File: src/rtl/spi_adc_capture_pkg.sv
// Shared definitions for the SPI ADC capture block: FSM encoding, counter sizing
// and the parameter legality rule used at elaboration.
package spi_adc_capture_pkg;

   typedef enum logic [1:0] {
      S_IDLE  = 2'd0,
      S_SETUP = 2'd1,
      S_SHIFT = 2'd2,
      S_GAP   = 2'd3
   } state_t;

   // Counter width for values 0..n-1, never narrower than one bit.
   function automatic int cw(input int n);
      return (n > 1) ? $clog2(n) : 1;
   endfunction

   function automatic bit params_ok(input int div, input int data, input int pre,
                                    input int post, input int gap);
      return (div >= 1) && (data >= 1) && (data <= 16) && (pre >= 0) && (post >= 0) &&
             (pre + data + post <= 32) && (gap >= 1);
   endfunction

endpackage

File: src/rtl/spi_adc_capture_if.sv
// Control, serial and result signals of spi_adc_capture; slave is the block side,
// master is whoever drives the requests and the device data.
interface spi_adc_capture_if #(parameter int DATA_BITS = 8);
   logic                 i_enable;
   logic                 i_single;
   logic                 o_sck;
   logic                 o_cs;
   logic                 i_sdo;
   logic [DATA_BITS-1:0] o_value;
   logic                 o_valid;
   logic                 o_frame_err;
   logic [7:0]           o_err_count;

   modport slave (
      input  i_enable, i_single, i_sdo,
      output o_sck, o_cs, o_value, o_valid, o_frame_err, o_err_count
   );

   modport master (
      output i_enable, i_single, i_sdo,
      input  o_sck, o_cs, o_value, o_valid, o_frame_err, o_err_count
   );
endinterface

File: src/rtl/spi_sck_gen.sv
// Serial clock generator: while enabled, DIV_FACTOR cycles low then DIV_FACTOR high,
// starting low on the first enabled cycle; idles high.
module spi_sck_gen
   import spi_adc_capture_pkg::*;
#(
   parameter int DIV_FACTOR = 2
) (
   input  logic i_system_clock,
   input  logic i_aresetn,
   input  logic i_en,
   output logic o_sck,
   output logic o_rise,
   output logic o_hi_end
);

   localparam int            CW   = cw(DIV_FACTOR);
   localparam logic [CW-1:0] LAST = CW'(DIV_FACTOR - 1);

   logic [CW-1:0] cnt_q, cnt_d;
   logic          sck_q, sck_d;
   logic          half_end;

   assign half_end = (cnt_q == LAST);

   // Parking the counter at LAST makes the first enabled cycle drop sck.
   always_comb begin
      cnt_d = cnt_q;
      sck_d = sck_q;
      if (!i_en) begin
         sck_d = 1'b1;
         cnt_d = LAST;
      end else if (half_end) begin
         sck_d = ~sck_q;
         cnt_d = '0;
      end else begin
         cnt_d = cnt_q + 1'b1;
      end
   end

   always_ff @(posedge i_system_clock or negedge i_aresetn) begin
      if (!i_aresetn) begin
         cnt_q <= LAST;
         sck_q <= 1'b1;
      end else begin
         cnt_q <= cnt_d;
         sck_q <= sck_d;
      end
   end

   // Strobes depend only on state; the caller qualifies them with its own phase.
   assign o_sck    = sck_q;
   assign o_rise   = half_end & ~sck_q;
   assign o_hi_end = half_end & sck_q;

endmodule

File: src/rtl/spi_adc_capture.sv
// SPI ADC frame capture: runs CS/SCK framing, shifts in the payload MSB first and
// reports good frames on o_value/o_valid and bad framing on o_frame_err/o_err_count.
module spi_adc_capture
   import spi_adc_capture_pkg::*;
#(
   parameter int DIV_FACTOR   = 2,
   parameter int PREFIX_BITS  = 3,
   parameter int DATA_BITS    = 8,
   parameter int POSTFIX_BITS = 5,
   parameter int GAP_CYCLES   = 4
) (
   input logic              i_system_clock,
   input logic              i_aresetn,
   spi_adc_capture_if.slave bus
);

   localparam int N  = PREFIX_BITS + DATA_BITS + POSTFIX_BITS;
   localparam int BW = cw(N);
   localparam int CW = cw((DIV_FACTOR > GAP_CYCLES) ? DIV_FACTOR : GAP_CYCLES);

   if (!params_ok(DIV_FACTOR, DATA_BITS, PREFIX_BITS, POSTFIX_BITS, GAP_CYCLES)) begin : g_param_check
      $error("spi_adc_capture: illegal parameter set");
   end

   state_t               state_q, state_d;
   logic [CW-1:0]        cnt_q, cnt_d;
   logic [BW-1:0]        bit_q, bit_d;
   logic [DATA_BITS-1:0] shreg_q, shreg_d;
   logic [DATA_BITS-1:0] value_q, value_d;
   logic [7:0]           errc_q, errc_d;
   logic                 bad_q, bad_d;
   logic                 cs_q, cs_d;
   logic                 valid_q, valid_d;
   logic                 ferr_q, ferr_d;
   logic                 launch, in_data;
   logic                 sck_en, sck_rise, sck_hi_end;

   spi_sck_gen #(.DIV_FACTOR(DIV_FACTOR)) u_sck (
      .i_system_clock (i_system_clock),
      .i_aresetn      (i_aresetn),
      .i_en           (sck_en),
      .o_sck          (bus.o_sck),
      .o_rise         (sck_rise),
      .o_hi_end       (sck_hi_end)
   );

   assign in_data = (int'(bit_q) >= PREFIX_BITS) && (int'(bit_q) < PREFIX_BITS + DATA_BITS);

   always_comb begin
      state_d = state_q;
      cnt_d   = cnt_q;
      bit_d   = bit_q;
      shreg_d = shreg_q;
      bad_d   = bad_q;
      value_d = value_q;
      errc_d  = errc_q;
      valid_d = 1'b0;
      ferr_d  = 1'b0;
      launch  = 1'b0;
      case (state_q)
         S_IDLE: launch = bus.i_enable | bus.i_single;
         S_SETUP: begin
            if (cnt_q == CW'(DIV_FACTOR - 1)) begin
               state_d = S_SHIFT;
               bit_d   = '0;
            end else begin
               cnt_d = cnt_q + 1'b1;
            end
         end
         S_SHIFT: begin
            if (sck_rise) begin
               if (in_data) shreg_d = DATA_BITS'({shreg_q, bus.i_sdo});
               else         bad_d   = bad_q | bus.i_sdo;
            end
            if (sck_hi_end) begin
               if (bit_q == BW'(N - 1)) begin
                  state_d = S_GAP;
                  cnt_d   = '0;
                  if (bad_q) begin
                     ferr_d = 1'b1;
                     if (errc_q != 8'hFF) errc_d = errc_q + 8'd1;
                  end else begin
                     value_d = shreg_q;
                     valid_d = 1'b1;
                  end
               end else begin
                  bit_d = bit_q + 1'b1;
               end
            end
         end
         S_GAP: begin
            // Continuous mode chains straight into SETUP so CS stays high exactly GAP_CYCLES.
            if (cnt_q == CW'(GAP_CYCLES - 1)) begin
               if (bus.i_enable) launch  = 1'b1;
               else              state_d = S_IDLE;
            end else begin
               cnt_d = cnt_q + 1'b1;
            end
         end
         default: state_d = S_IDLE;
      endcase
      if (launch) begin
         state_d = S_SETUP;
         cnt_d   = '0;
         shreg_d = '0;
         bad_d   = 1'b0;
      end
      cs_d = !((state_d == S_SETUP) || (state_d == S_SHIFT));
   end

   assign sck_en = (state_d == S_SHIFT);

   always_ff @(posedge i_system_clock or negedge i_aresetn) begin
      if (!i_aresetn) begin
         state_q <= S_IDLE;
         cnt_q   <= '0;
         bit_q   <= '0;
         shreg_q <= '0;
         bad_q   <= 1'b0;
         value_q <= '0;
         errc_q  <= '0;
         cs_q    <= 1'b1;
         valid_q <= 1'b0;
         ferr_q  <= 1'b0;
      end else begin
         state_q <= state_d;
         cnt_q   <= cnt_d;
         bit_q   <= bit_d;
         shreg_q <= shreg_d;
         bad_q   <= bad_d;
         value_q <= value_d;
         errc_q  <= errc_d;
         cs_q    <= cs_d;
         valid_q <= valid_d;
         ferr_q  <= ferr_d;
      end
   end

   assign bus.o_cs        = cs_q;
   assign bus.o_value     = value_q;
   assign bus.o_valid     = valid_q;
   assign bus.o_frame_err = ferr_q;
   assign bus.o_err_count = errc_q;

endmodule

File: src/flat_wrapper.sv
// flat-port wrapper written by rule: the top's interface ports become plain ports
module spi_adc_capture_flat import spi_adc_capture_pkg::*;
#(
   parameter int DIV_FACTOR   = 2,
   parameter int PREFIX_BITS  = 3,
   parameter int DATA_BITS    = 8,
   parameter int POSTFIX_BITS = 5,
   parameter int GAP_CYCLES   = 4
)
  (i_system_clock, i_aresetn, bus_i_enable, bus_i_single, bus_i_sdo, bus_o_sck, bus_o_cs, bus_o_value, bus_o_valid, bus_o_frame_err, bus_o_err_count);
  spi_adc_capture_if #(.DATA_BITS(DATA_BITS)) bus_i ();
  input logic i_system_clock;
  input logic i_aresetn;
  input wire logic [$bits(bus_i.i_enable)-1:0] bus_i_enable;
  input wire logic [$bits(bus_i.i_single)-1:0] bus_i_single;
  input wire logic [$bits(bus_i.i_sdo)-1:0] bus_i_sdo;
  output wire logic [$bits(bus_i.o_sck)-1:0] bus_o_sck;
  output wire logic [$bits(bus_i.o_cs)-1:0] bus_o_cs;
  output wire logic [$bits(bus_i.o_value)-1:0] bus_o_value;
  output wire logic [$bits(bus_i.o_valid)-1:0] bus_o_valid;
  output wire logic [$bits(bus_i.o_frame_err)-1:0] bus_o_frame_err;
  output wire logic [$bits(bus_i.o_err_count)-1:0] bus_o_err_count;
  assign bus_i.i_enable = bus_i_enable;
  assign bus_i.i_single = bus_i_single;
  assign bus_i.i_sdo = bus_i_sdo;
  assign bus_o_sck = bus_i.o_sck;
  assign bus_o_cs = bus_i.o_cs;
  assign bus_o_value = bus_i.o_value;
  assign bus_o_valid = bus_i.o_valid;
  assign bus_o_frame_err = bus_i.o_frame_err;
  assign bus_o_err_count = bus_i.o_err_count;
  spi_adc_capture #(.DIV_FACTOR(DIV_FACTOR), .PREFIX_BITS(PREFIX_BITS), .DATA_BITS(DATA_BITS), .POSTFIX_BITS(POSTFIX_BITS), .GAP_CYCLES(GAP_CYCLES)) u_core (.i_system_clock(i_system_clock), .i_aresetn(i_aresetn), .bus(bus_i));
endmodule
File: config.mk
export PLATFORM = sky130hd
export DESIGN_NAME = spi_adc_capture_flat
export DESIGN_NICKNAME = d
export VERILOG_FILES = /design/src/rtl/spi_adc_capture_pkg.sv /design/src/rtl/spi_adc_capture_if.sv /design/src/rtl/spi_sck_gen.sv /design/src/rtl/spi_adc_capture.sv /design/src/flat_wrapper.sv
export SDC_FILE = /design/constraint.sdc
export NUM_CORES = 1
export LEC_CHECK = 0
export ABC_AREA = 1
export CAP_MARGIN = 15
export CORE_UTILIZATION = 50
export DETAILED_ROUTE_END_ITERATION = 12
export GPL_TIMING_DRIVEN = 0
export PLACE_DENSITY = 0.84
export SYNTH_ARGS = -nofsm -noshare
export SYNTH_HDL_FRONTEND = slang
export SYNTH_SLANG_ARGS = --single-unit
File: constraint.sdc
create_clock -name i_system_clock -period 1.8 [get_ports i_system_clock]
set_input_delay 0.45 -clock i_system_clock [delete_from_list [all_inputs] [get_ports i_system_clock]]
set_output_delay 0.45 -clock i_system_clock [all_outputs]
set_load 0.01 [all_outputs]
==> run summary <==
Outcome = completed
LEAKAGE = 1.32 nW
Fin crit period = 1760 ps
Die width = 66.6 um
Ant. Diodes = 0
Largest net degree at the start of global routing = 39
Post-route ant nets = 0
Post-synthesis net count = 279
Worst VDD drop = 0.822 mV
Vias/cell = 5.21
Area growth syn-to-layout = 23.7%
Synth Warn # = 0
Max FO, Critical Path = 6
Setup violators final = 0
Gr usage total = 20.8%
HP Class = in -> async
Fillers = 340
WL final = 4130 um
CP Launch Type = flip-flop
Io pins = 25
# rows = 23
TritonCTS Sinks = 38
FF+latch area = 956 um^2
CTS tree = built
WP buf/inv = 1
Routed length per instance = 11.9 um
Largest area contributor in the netlist = dfrtp_1
Most area-consuming cells after synthesis = dfrtp_1 (42%), nand2_1 (17%), nand3_1 (7.7%)
Power per cell area = 1060 nW/um^2
Vias after detailed routing = 1802
Slew @ Worst Pin = 825 ps
WP data required = 1350 ps
DR DRC count = 0
Reg clk slew, reported paths = 70 ps
F_max = 568 MHz
GPL Wtd Cong = 0.856
Clk_lat worst skew = 300 ps
Hold WS = 246 ps
Max-cap violations = 0
Slowest Stage Delay on Critical Path = 570 ps
Full die area = 4440 um^2
Die Ht = 66.6 um
R2R cell count = 8
Hold buffer count at CTS = 0
# resized after CTS = 2
Reg2Reg Capture Point = u_core.bus.o_cs$_DFF_PN1_
TNS Setup = 0 ps
Initial antenna violation count = 0
Nets = 310
Final slew viol count = 0
CTS max path bufs = 2
CP endpoint kind = output port
Post-Syn Instances = 264
FF+latch count, synth = 38
Pre-antenna DRT Iters = 4
Setup Fix Bufs, Post-CTS = 0
Hold Vio Cnt, Final = 0
Layout Skew = 4.20 ps
Sequential-to-total area share from yosys stat = 45.7%
Top-area cell type share of the netlist area = 41.9%
Initial DRC Count = 90
Post-Syn Area = 2090 um^2
H-tree levels = 2
Fin util = 64.6%
DP Wirelength = 2850 um
Synth Area per Inst = 7.91 um^2
Area taken by multi-input logic gates = 1020 um^2
CTS Buf Count = 5
Grt ovf = 0
Total power = 2.75 mW
WP data arrival = 1310 ps
Initial Utilization = 52.2%
Vias in the first global route = 1559
Crit path max-delay cell type = clkdlybuf4s50_1
Core ar. = 4000 um^2
Worst setup path category = reg -> out
Delay-heaviest family, CP = buffers and inverters
Distinct cell type count of the synthesized netlist = 28
Clock Tree Root = clkbuf_8
Critical-path cell list = clkdlybuf4s50_1
Reg2reg start = u_core.bit_q[0]$_DFFE_PN0P_
Slew HR = 45.0%
Reg2reg setup slack = 130 ps
Buffers on Ports = 24
Share of cells above drive strength 1 = 16.2%
First-pass GRT wire length = 6860 um
Final period util = 97.8%
==> flip-flops by register name (all words and copies together), names as in the netlist <==
name,flops
u_core.bad_q,1
u_core.bit_q,4
u_core.bus.o_cs,1
u_core.bus.o_err_count,8
u_core.bus.o_frame_err,1
u_core.bus.o_valid,1
u_core.bus.o_value,8
u_core.cnt_q,2
u_core.shreg_q,8
u_core.state_q,2
u_core.u_sck.cnt_q,1
u_core.u_sck.o_sck,1
==> synth_stat cells, drive strengths merged <==
| library cell | instances |
|---|---|
| nor3 | 1 |
| or2 | 1 |
| nor3b | 1 |
| o21ai | 12 |
| buf | 6 |
| dfrtp | 35 |
| nand3 | 35 |
| xor2 | 1 |
| ha | 10 |
| nand4 | 7 |
| dfstp | 3 |
| a21oi | 3 |
| inv | 28 |
| nand2 | 94 |
| xnor2 | 1 |
| a21boi | 1 |
| o211ai | 1 |
| nor2 | 22 |
| clkinv | 1 |
| nand3b | 1 |
==> layer usage <==
layer | GRT usage [%] | part of all wire, %
met5 | 0 | 0
met2 | 34.6 | 51
met3 | 4.62 | 3.3
met1 | 25.8 | 45
met4 | 8.51 | 1.1
==> final cells by class <==
class	instances	share of cell area, %
buffer	6	2.13
clock buffer	5	2.66
clock inverter	3	2.66
inverter	29	4.31
multi-input combinational	191	39.6
sequential	38	37.0
tap	50	2.42
timing repair buffer	24	9.16
==> where the power goes <==
group          switching, mW  internal [mW]
logic                  0.533          0.302
clock network          0.309          0.555
registers             0.0839          0.962
==> stage by stage <==
stage / cell area [um^2] / instances / setup WS [ps]
final: 2580 / 346 / 39.9
after global routing: 2580 / 346 / -15.0
after CTS: 2520 / 346 / 4.15
after detailed placement: 2390 / 338 / -215
after global placement: 2390 / 338 / -618
after floorplan: 2090 / 264 / 216
==> worst max-delay path by stage <==
stage / start / endpoint / depth (start not counted) / slack [ps]
2_1_floorplan: u_core.state_q[0]$_DFF_PN0_ / u_core.bus.o_cs$_DFF_PN1_ / 8 / 220
3_3_place_gp: i_aresetn / u_core.shreg_q[3]$_DFFE_PN0P_ / 1 / -620
3_5_place_dp: bus_i_enable / u_core.u_sck.o_sck$_DFFE_PN1P_ / 9 / -220
4_1_cts: u_core.bus.o_cs$_DFF_PN1_ / bus_o_cs / 1 / 4
5_1_grt: u_core.state_q[1]$_DFF_PN0_ / u_core.u_sck.o_sck$_DFFE_PN1P_ / 10 / -20
6_report: u_core.bus.o_err_count[6]$_DFFE_PN0P_ / bus_o_err_count[6] / 1 / 40
==> cell families (layout without fill, tap and decap cells) <==
| group | count (synthesis) | in the layout | share of synthesized area (%) |
|---|---|---|---|
| AOI/OAI and AO/OA | 17 | 17 | 5.99 |
| and+or+nand+nor | 162 | 162 | 34.3 |
| xor gates and xnor gates | 2 | 2 | 0.839 |
| DFF | 38 | 38 | 45.7 |
| buffers and inverters | 35 | 67 | 7.19 |
| adders and majority gates | 10 | 10 | 5.99 |
==> placed cells by master, fill, tap and decap left out, types with 4 or more instances in the layout <==
master / netlist / routed
nor2_2: 2 / 4
inv_1: 22 / 21
clkdlybuf4s50_1: 0 / 21
inv_2: 6 / 6
clkbuf_8: 0 / 5
nand3_1: 32 / 31
nand2_1: 94 / 94
o21ai_2: 8 / 8
ha_1: 10 / 8
nor2_1: 18 / 16
nand4_1: 7 / 7
dfrtp_1: 35 / 34
(Power assumes the default switching activity.)
